### config.mk
export PLATFORM = sky130hd
export DESIGN_NAME = rst_seq_ctrl
export DESIGN_NICKNAME = d
export VERILOG_FILES = /design/src/rtl/rst_seq_pkg.sv /design/src/rtl/rst_seq_ctrl.sv
export SDC_FILE = /design/constraint.sdc
export NUM_CORES = 1
export LEC_CHECK = 0
export CAP_MARGIN = 20
export CORE_MARGIN = 2
export CORE_UTILIZATION = 47
export CTS_BUF_LIST = sky130_fd_sc_hd__clkbuf_4
export CTS_CLUSTER_DIAMETER = 60
export DETAILED_ROUTE_END_ITERATION = 6
export PLACE_DENSITY = 0.69
export SLEW_MARGIN = 15
export SYNTH_ARGS = -nofsm -noshare
export SYNTH_HDL_FRONTEND = slang
export SYNTH_SLANG_ARGS = --single-unit
### constraint.sdc
create_clock -name clk_i -period 1.8 [get_ports clk_i]
set_clock_uncertainty 0.1 [all_clocks]
set_input_delay 0.27 -clock clk_i [delete_from_list [all_inputs] [get_ports clk_i]]
set_output_delay 0.27 -clock clk_i [all_outputs]
set_load 0.01 [all_outputs]
### src/rtl/rst_seq_pkg.sv
// Shared types and sizing helpers for the reset sequencer.
package rst_seq_pkg;

    // Sequencer phases: waiting for a stable lock, releasing domains, all released.
    typedef enum logic [1:0] {
        HOLD    = 2'd0,
        RELEASE = 2'd1,
        RUN     = 2'd2
    } rst_seq_state_e;

    // The cycle counter must reach the larger of the two wait lengths minus one.
    function automatic int cnt_width(input int hold_cycles, input int gap_cycles);
        int longest;
        longest = (hold_cycles > gap_cycles) ? hold_cycles : gap_cycles;
        return (longest > 1) ? $clog2(longest) : 1;
    endfunction

    // The domain index must address domains 0 .. num_domains-1.
    function automatic int idx_width(input int num_domains);
        return (num_domains > 1) ? $clog2(num_domains) : 1;
    endfunction

endpackage

### src/rtl/rst_seq_ctrl.sv
// Reset sequencer: holds every domain in reset until the clock source has
// been locked for a while, then releases domains one by one in index order.
// A software request (level, acked once per assertion) restarts the sequence.
module rst_seq_ctrl
    import rst_seq_pkg::*;
#(
    parameter int NUM_DOMAINS = 4,
    parameter int HOLD_CYCLES = 16,
    parameter int GAP_CYCLES  = 8
) (
    input  logic                   clk_i,
    input  logic                   rst_i,
    input  logic                   lock_i,
    input  logic                   soft_req_i,
    output logic                   soft_ack_o,
    output logic [NUM_DOMAINS-1:0] domain_rst_no,
    output logic                   busy_o,
    output logic                   done_o
);

    localparam int CW = cnt_width(HOLD_CYCLES, GAP_CYCLES);
    localparam int IW = idx_width(NUM_DOMAINS);

    localparam logic [CW-1:0] HOLD_LAST = CW'(HOLD_CYCLES - 1);
    localparam logic [CW-1:0] GAP_LAST  = CW'(GAP_CYCLES - 1);
    localparam logic [IW-1:0] IDX_LAST  = IW'(NUM_DOMAINS - 1);

    rst_seq_state_e         state_q, state_d;
    logic [CW-1:0]          cnt_q, cnt_d;
    logic [IW-1:0]          idx_q, idx_d;
    logic [NUM_DOMAINS-1:0] dom_q, dom_d;
    logic                   ack_q, ack_d;
    logic                   armed_q, armed_d;
    logic                   soft_accept;

    // A request only counts once per assertion of soft_req_i.
    assign soft_accept = soft_req_i && armed_q;

    // State, counter, index, domain resets, ack and arm flag all live here.
    always_ff @(posedge clk_i or posedge rst_i) begin
        if (rst_i) begin
            state_q <= HOLD;
            cnt_q   <= '0;
            idx_q   <= '0;
            dom_q   <= '0;
            ack_q   <= 1'b0;
            armed_q <= 1'b1;
        end else begin
            state_q <= state_d;
            cnt_q   <= cnt_d;
            idx_q   <= idx_d;
            dom_q   <= dom_d;
            ack_q   <= ack_d;
            armed_q <= armed_d;
        end
    end

    // Next-state logic; an accepted soft request or a lost lock always wins
    // and drops every domain back into reset on the sampling edge.
    always_comb begin
        state_d = state_q;
        cnt_d   = cnt_q;
        idx_d   = idx_q;
        dom_d   = dom_q;
        ack_d   = 1'b0;
        armed_d = armed_q;

        if (!soft_req_i) begin
            armed_d = 1'b1;
        end else if (soft_accept) begin
            armed_d = 1'b0;
        end

        if (soft_accept) begin
            ack_d   = 1'b1;
            state_d = HOLD;
            cnt_d   = '0;
            idx_d   = '0;
            dom_d   = '0;
        end else begin
            case (state_q)
                HOLD: begin
                    dom_d = '0;
                    if (!lock_i) begin
                        cnt_d = '0;
                    end else if (cnt_q == HOLD_LAST) begin
                        state_d = RELEASE;
                        cnt_d   = '0;
                        idx_d   = '0;
                    end else begin
                        cnt_d = cnt_q + CW'(1);
                    end
                end
                RELEASE: begin
                    if (!lock_i) begin
                        state_d = HOLD;
                        cnt_d   = '0;
                        idx_d   = '0;
                        dom_d   = '0;
                    end else if (cnt_q == GAP_LAST) begin
                        cnt_d = '0;
                        for (int k = 0; k < NUM_DOMAINS; k++) begin
                            if (idx_q == IW'(k)) begin
                                dom_d[k] = 1'b1;
                            end
                        end
                        if (idx_q == IDX_LAST) begin
                            state_d = RUN;
                        end else begin
                            idx_d = idx_q + IW'(1);
                        end
                    end else begin
                        cnt_d = cnt_q + CW'(1);
                    end
                end
                RUN: begin
                    if (!lock_i) begin
                        state_d = HOLD;
                        cnt_d   = '0;
                        idx_d   = '0;
                        dom_d   = '0;
                    end else begin
                        dom_d = '1;
                        cnt_d = '0;
                    end
                end
                default: begin
                    state_d = HOLD;
                    cnt_d   = '0;
                    idx_d   = '0;
                    dom_d   = '0;
                end
            endcase
        end
    end

    assign domain_rst_no = dom_q;
    assign soft_ack_o    = ack_q;
    assign busy_o        = (state_q != RUN);
    assign done_o        = (state_q == RUN);

endmodule
==> impl_metrics.yaml, run 1 <==
outcome:
  status: "completed"
cells_and_area:
  final-instance-count-excl-fill: 112
  fin_nets: 109
  synthToLayoutAreaGrowth_pct: 25.0
  layout-drive-gt1-share_pct: 18.8
  fin_area_um2: 976
  postLayoutCoreUtil_pct: 64.0
  nFillCells: 135
  n_antenna_cell: 0
  layout_common_cells: "dfrtp_1 (13), inv_1 (12), nor2_1 (8), clkdlybuf4s50_1 (8), nand2_1 (6)"
  final_common_cell: "dfrtp_1"
grt:
  grt_pass1_vias: 641
  grt_max_degree: 15
  overflow: 0
  grt_usage_pct: 20.4
  grt_pass1_wl_um: 2850
  antenna_found_initial: 0
drt:
  drt-wirelength-per-cell_um: 14.0
  avgViaCountPerCell: 5.42
  routed_wl_um: 1570
  ant_nets: 0
  vias: 607
  drt_iter0_drc: 4
  firstDrtPassIters: 2
  post-route-drc-count: 0
floorplanning:
  core_area_mm2: 0.00152
  ios: 11
  die_h_um: 44.8
  die_w_um: 44.8
  initial_core_util_pct: 51.2
  rows: 14
  die_area_mm2: 0.00200
critical_path:
  startpoint_type: "flip-flop"
  crit_path_max_fanout: 5
  worstPathRequired_ps: 1880
  arrival_ps: 1750
  worstSetupEndpointType: "flip-flop"
  critPathKind: "flip-flop to flip-flop"
logic_synthesis:
  synth_cell_type_count: 25
  yosys_warnings: 0
  avgSynthCellArea_um2: 10.0
  ys_seq_area_share_pct: 45.0
  synth_nets: 90
  synth_area_um2: 781
  postSynthCellCount: 78
  synth-seq-cells: 14
timing:
  hold_ws_ps: 215
  final.setup.tns_ps: 0
  final_max_slew_viol_count: 0
  setup_ws_ps: 126
  hold_viol: 0
  fin_crit_ps: 1670
  worst_pin_slew_ps: 532
  setup_viol: 0
  finalCritPeriodShare_pct: 93.0
  grt_setup_unrepaired: "false"
  slew_headroom_pct: 64.5
  fmax_mhz: 597
place:
  dpl-instance-area_um2: 920
  io_buffer_count: 10
  place_congestion: 0.773
  dpl.hpwl_um: 1120
  dp_slack_ps: -75.7
  place_inst: 106
cts:
  clk_latency_ps: 280
  cts-root-buf: "clkbuf_4"
  cts_buffers: 3
  cts_tree: "built"
  h-tree-depth: 1
  path_clk_slew_ps: 90
  clockBufferDepth: 2
  clock-sinks: 14
power_and_ir_drop:
  p_per_area_mw_per_mm2: 571
  max-vdd-ir-drop_v: 0.000435
  power_mw: 0.558
  power.leakage_nw: 0.491
worst_hold_path:
  hold_class: "input pin to asynchronous set/reset pin"
flow_run:
  maxCapViolations: 0
[cell families after synthesis]
group	synth area share [%]
compound gates	13.1
xor+xnor	2.24
fa+ha+maj	12.8
buf+inv	6.73
flops	45.0
mux	7.05
simple gates	13.0
[synthesized netlist by cell type]
| master | instances | area [um^2] |
|---|---|---|
| dfrtp_1 | 13 | 325 |
| inv_1 | 13 | 48.8 |
| ha_1 | 8 | 100 |
| nor2_1 | 8 | 30.0 |
| nand2_1 | 6 | 22.5 |
| a21oi_1 | 4 | 20.0 |
| mux2i_1 | 4 | 40.0 |
| o21ai_0 | 4 | 20.0 |
| nand3_1 | 2 | 10.0 |
| a21boi_1 | 1 | 7.51 |
| a22o_2 | 1 | 10.0 |
| a311oi_1 | 1 | 8.76 |
| a31oi_1 | 1 | 6.26 |
| a32oi_2 | 1 | 16.3 |
| and3b_2 | 1 | 10.0 |
| clkbuf_1 | 1 | 3.75 |
| dfstp_2 | 1 | 26.3 |
| mux2_4 | 1 | 15.0 |
| nand3b_1 | 1 | 7.51 |
| nand4_2 | 1 | 12.5 |
| nand4b_1 | 1 | 8.76 |
| o21ai_1 | 1 | 5.00 |
| o32ai_1 | 1 | 8.76 |
| xnor2_1 | 1 | 8.76 |
| xor2_1 | 1 | 8.76 |
[sequential cells by signal, summed over array words and instances, names as in the netlist]
signal	count
idx_q	2
cnt_q	4
armed_q	1
domain_rst_no	4
state_q	2
soft_ack_o	1
[worst paths after layout]
kind / depth (start not counted) / slack, ps / start / end
max in group asynchronous: 2 / 1010 / rst_i / armed_q$_DFFE_PP1P_
hold / removal: 2 / 220 / rst_i / idx_q[1]$_DFFE_PP0P_
setup reg to reg: 5 / 130 / cnt_q[0]$_DFF_PP0_ / idx_q[1]$_DFFE_PP0P_
min in group clk_i: 1 / 360 / cnt_q[0]$_DFF_PP0_ / cnt_q[0]$_DFF_PP0_
setup / recovery: 5 / 130 / cnt_q[0]$_DFF_PP0_ / idx_q[1]$_DFFE_PP0P_
hold reg to reg: 1 / 360 / cnt_q[0]$_DFF_PP0_ / cnt_q[0]$_DFF_PP0_
[cell type report]
| class | count | area (um^2) | share of cell area (%) |
|---|---|---|---|
| multi-input combinational | 50 | 394 | 40.4 |
| inverter | 13 | 48.8 | 5.00 |
| clock inverter | 1 | 3.75 | 0.385 |
| tap | 16 | 20.0 | 2.05 |
| sequential | 14 | 352 | 36.0 |
| timing repair buffer | 15 | 135 | 13.8 |
| clock buffer | 3 | 22.5 | 2.31 |
[power breakdown]
| part | switching [mW] | internal (mW) | total, mW |
|---|---|---|---|
| Combinational | 0.0241 | 0.0200 | 0.0440 |
| Clock | 0.107 | 0.0804 | 0.188 |
| Sequential | 0.00447 | 0.322 | 0.326 |
| Total | 0.136 | 0.422 | 0.558 |
[timing repair]
| action | 4_1_cts | 5_1_grt |
|---|---|---|
| gates resized for setup | 5 | 2 |
| hold buffers | 0 | 0 |
| buffers inserted | 2 | 0 |
| endpoints found under the setup margin | 2 | 2 |
[worst max-delay path, stage by stage, from the launching register on]
cell and delay [ps]:
dfrtp_1 400, ha_1 280, nand3b_1 220, nor2_1 90, and3b_2 220, a22o_2 260
[layer usage]
metal / up-vias / GRT usage [%] / part of all wire, %
met4: 0 / 12.1 / 0.89
met2: 16 / 30.4 / 47
li1: 299 / - / -
met5: - / 0 / 0
met1: 290 / 25.8 / 47
met3: 2 / 6.40 / 5.0
(Power assumes the default switching activity.)
==> run 2, diff against run 1 <==
--- a/config.mk
+++ b/config.mk
@@ -11,7 +11,7 @@
 export CTS_BUF_LIST = sky130_fd_sc_hd__clkbuf_4
 export CTS_CLUSTER_DIAMETER = 60
 export DETAILED_ROUTE_END_ITERATION = 6
-export PLACE_DENSITY = 0.69
+export PLACE_DENSITY = 0.72
 export SLEW_MARGIN = 15
 export SYNTH_ARGS = -nofsm -noshare
 export SYNTH_HDL_FRONTEND = slang
==> constraint.sdc (replaced) <==
create_clock -name clk_i -period 1.38 [get_ports clk_i]
set_clock_uncertainty 0.1 [all_clocks]
set_input_delay 0.207 -clock clk_i [delete_from_list [all_inputs] [get_ports clk_i]]
set_output_delay 0.207 -clock clk_i [all_outputs]
set_load 0.01 [all_outputs]
==> impl_metrics.yaml, run 2 (synthesized netlist as in run 1, its figures left out) <==
timing:
  finalCritPeriodShare_pct: 120
  fin_crit_ps: 1650
  setup_ws_ps: -275
  hold_viol: 0
  slew_headroom_pct: 78.9
  hold_ws_ps: 106
  worst_pin_slew_ps: 316
  setup_viol: 14
  grt_setup_unrepaired: "true"
  final_max_slew_viol_count: 0
  fmax_mhz: 604
place:
  dpl.hpwl_um: 1320
  io_buffer_count: 10
  place_congestion: 0.819
  place_inst: 119
  dpl-instance-area_mm2: 0.00104
grt:
  grt_usage_pct: 24.5
  grt_pass1_vias: 785
  antenna_found_initial: 0
  grt_pass1_wl_um: 3500
  grt_max_degree: 15
  overflow: 0
critical_path:
  r2r_cells: 7
  reg2reg_slack_ps: -270
  critPathKind: "flip-flop to flip-flop"
  crit_path_start: "state_q[1]$_DFFE_PP0P_"
  startpoint_type: "flip-flop"
  crit_path_max_fanout: 3
  arrival_ps: 1740
  worstSetupEndpointType: "flip-flop"
  rr_endpoint: "idx_q[0]$_DFFE_PP0P_"
  worstPathRequired_ps: 1460
  r2r_start: "state_q[1]$_DFFE_PP0P_"
cts:
  cts_tree: "built"
  cts_buffers: 3
  h-tree-depth: 1
  clock-sinks: 14
  clk_latency_ps: 290
  cts-root-buf: "clkbuf_4"
  clockBufferDepth: 2
  cts_hold_buf: 0
  path_clk_slew_ps: 90
drt:
  drt-wirelength-per-cell_um: 17.6
  drt_iter0_drc: 15
  routed_wl_um: 2410
  post-route-drc-count: 0
  ant_nets: 0
  vias: 753
  firstDrtPassIters: 4
  avgViaCountPerCell: 5.50
power_and_ir_drop:
  power_mw: 0.792
  p_per_area_mw_per_mm2: 597
  power.leakage_nw: 0.664
  max-vdd-ir-drop_v: 0.000571
cells_and_area:
  layout_common_cells: "buf_4 (24), dfrtp_1 (13), inv_1 (10)"
  synthToLayoutAreaGrowth_pct: 69.9
  final_common_cell: "buf_4"
  postLayoutCoreUtil_pct: 87.0
  n_antenna_cell: 0
  nFillCells: 71
  fin_nets: 134
  fin_area_mm2: 0.00133
  final-instance-count-excl-fill: 137
  layout-drive-gt1-share_pct: 49.6
floorplanning:
  die_h_um: 44.8
  die_w_um: 44.8
  core_area_mm2: 0.00152
  ios: 11
  initial_core_util_pct: 51.2
  rows: 14
  die_area_mm2: 0.00200
worst_hold_path:
  hold_class: "input pin to asynchronous set/reset pin"
outcome:
  violations: "negative setup slack"
  status: "complete, but fails checks"
flow_run:
  maxCapViolations: 0
## run 2: power by group
group | internal [mW] | switching (mW)
logic | 0.0566 | 0.0495
clock network | 0.105 | 0.153
registers | 0.420 | 0.00757
total | 0.582 | 0.210
## run 2: worst max-delay path, stage by stage, from the launching register on
cell and delay (ps):
dfrtp_1 400, buf_6 120, inv_4 40, ha_4 160, a32oi_4 260, buf_6 150
o21ai_4 50, mux2_4 270
## run 2: worst max-delay path by stage
| stage | to | depth (start not counted) |
|---|---|---|
| 4_1_cts | idx_q[0]$_DFFE_PP0P_ | 6 |
| 3_3_place_gp | idx_q[0]$_DFFE_PP0P_ | 6 |
| 5_1_grt | idx_q[0]$_DFFE_PP0P_ | 7 |
| 6_report | idx_q[0]$_DFFE_PP0P_ | 7 |
| 3_5_place_dp | idx_q[0]$_DFFE_PP0P_ | 6 |
| 2_1_floorplan | idx_q[0]$_DFFE_PP0P_ | 5 |
## run 2: area by class of cell
class | instances | area (um^2) | share of cell area [%]
Sequential cell | 14 | 352 | 26.5
Multi-Input combinational cell | 50 | 534 | 40.3
Tap cell | 16 | 20.0 | 1.51
Inverter | 13 | 51.3 | 3.87
Clock buffer | 3 | 22.5 | 1.70
Timing Repair Buffer | 40 | 343 | 25.8
Clock inverter | 1 | 3.75 | 0.283
## run 2: layer usage
layer	wire, um	vias to the layer above	share of wire (%)	GRT usage [%]
met5	0	-	0	0
met4	103	0	4.3	15.2
met3	78	11	3.2	3.20
met2	1220	25	50	41.7
met1	1010	368	42	29.1
li1	-	349	-	-
## run 2: timing repair
| action | 4_1_cts | 5_1_grt |
|---|---|---|
| endpoints found under the hold margin | 0 | 0 |
| setup buffers | 10 | 5 |
| setup endpoints to repair | 18 | 14 |
| pin swaps | 11 | 5 |
| cloned | 0 | 0 |
| resized for setup | 41 | 10 |
## run 2: stage by stage
| step | TNS (ps) | setup slack [ps] |
|---|---|---|
| 2_1_floorplan | -191 | -104 |
| 3_3_place_gp | -2640 | -353 |
| 3_5_place_dp | -3110 | -427 |
| 4_1_cts | -986 | -225 |
| 5_1_grt | -2250 | -303 |
| 6_report | -1790 | -275 |
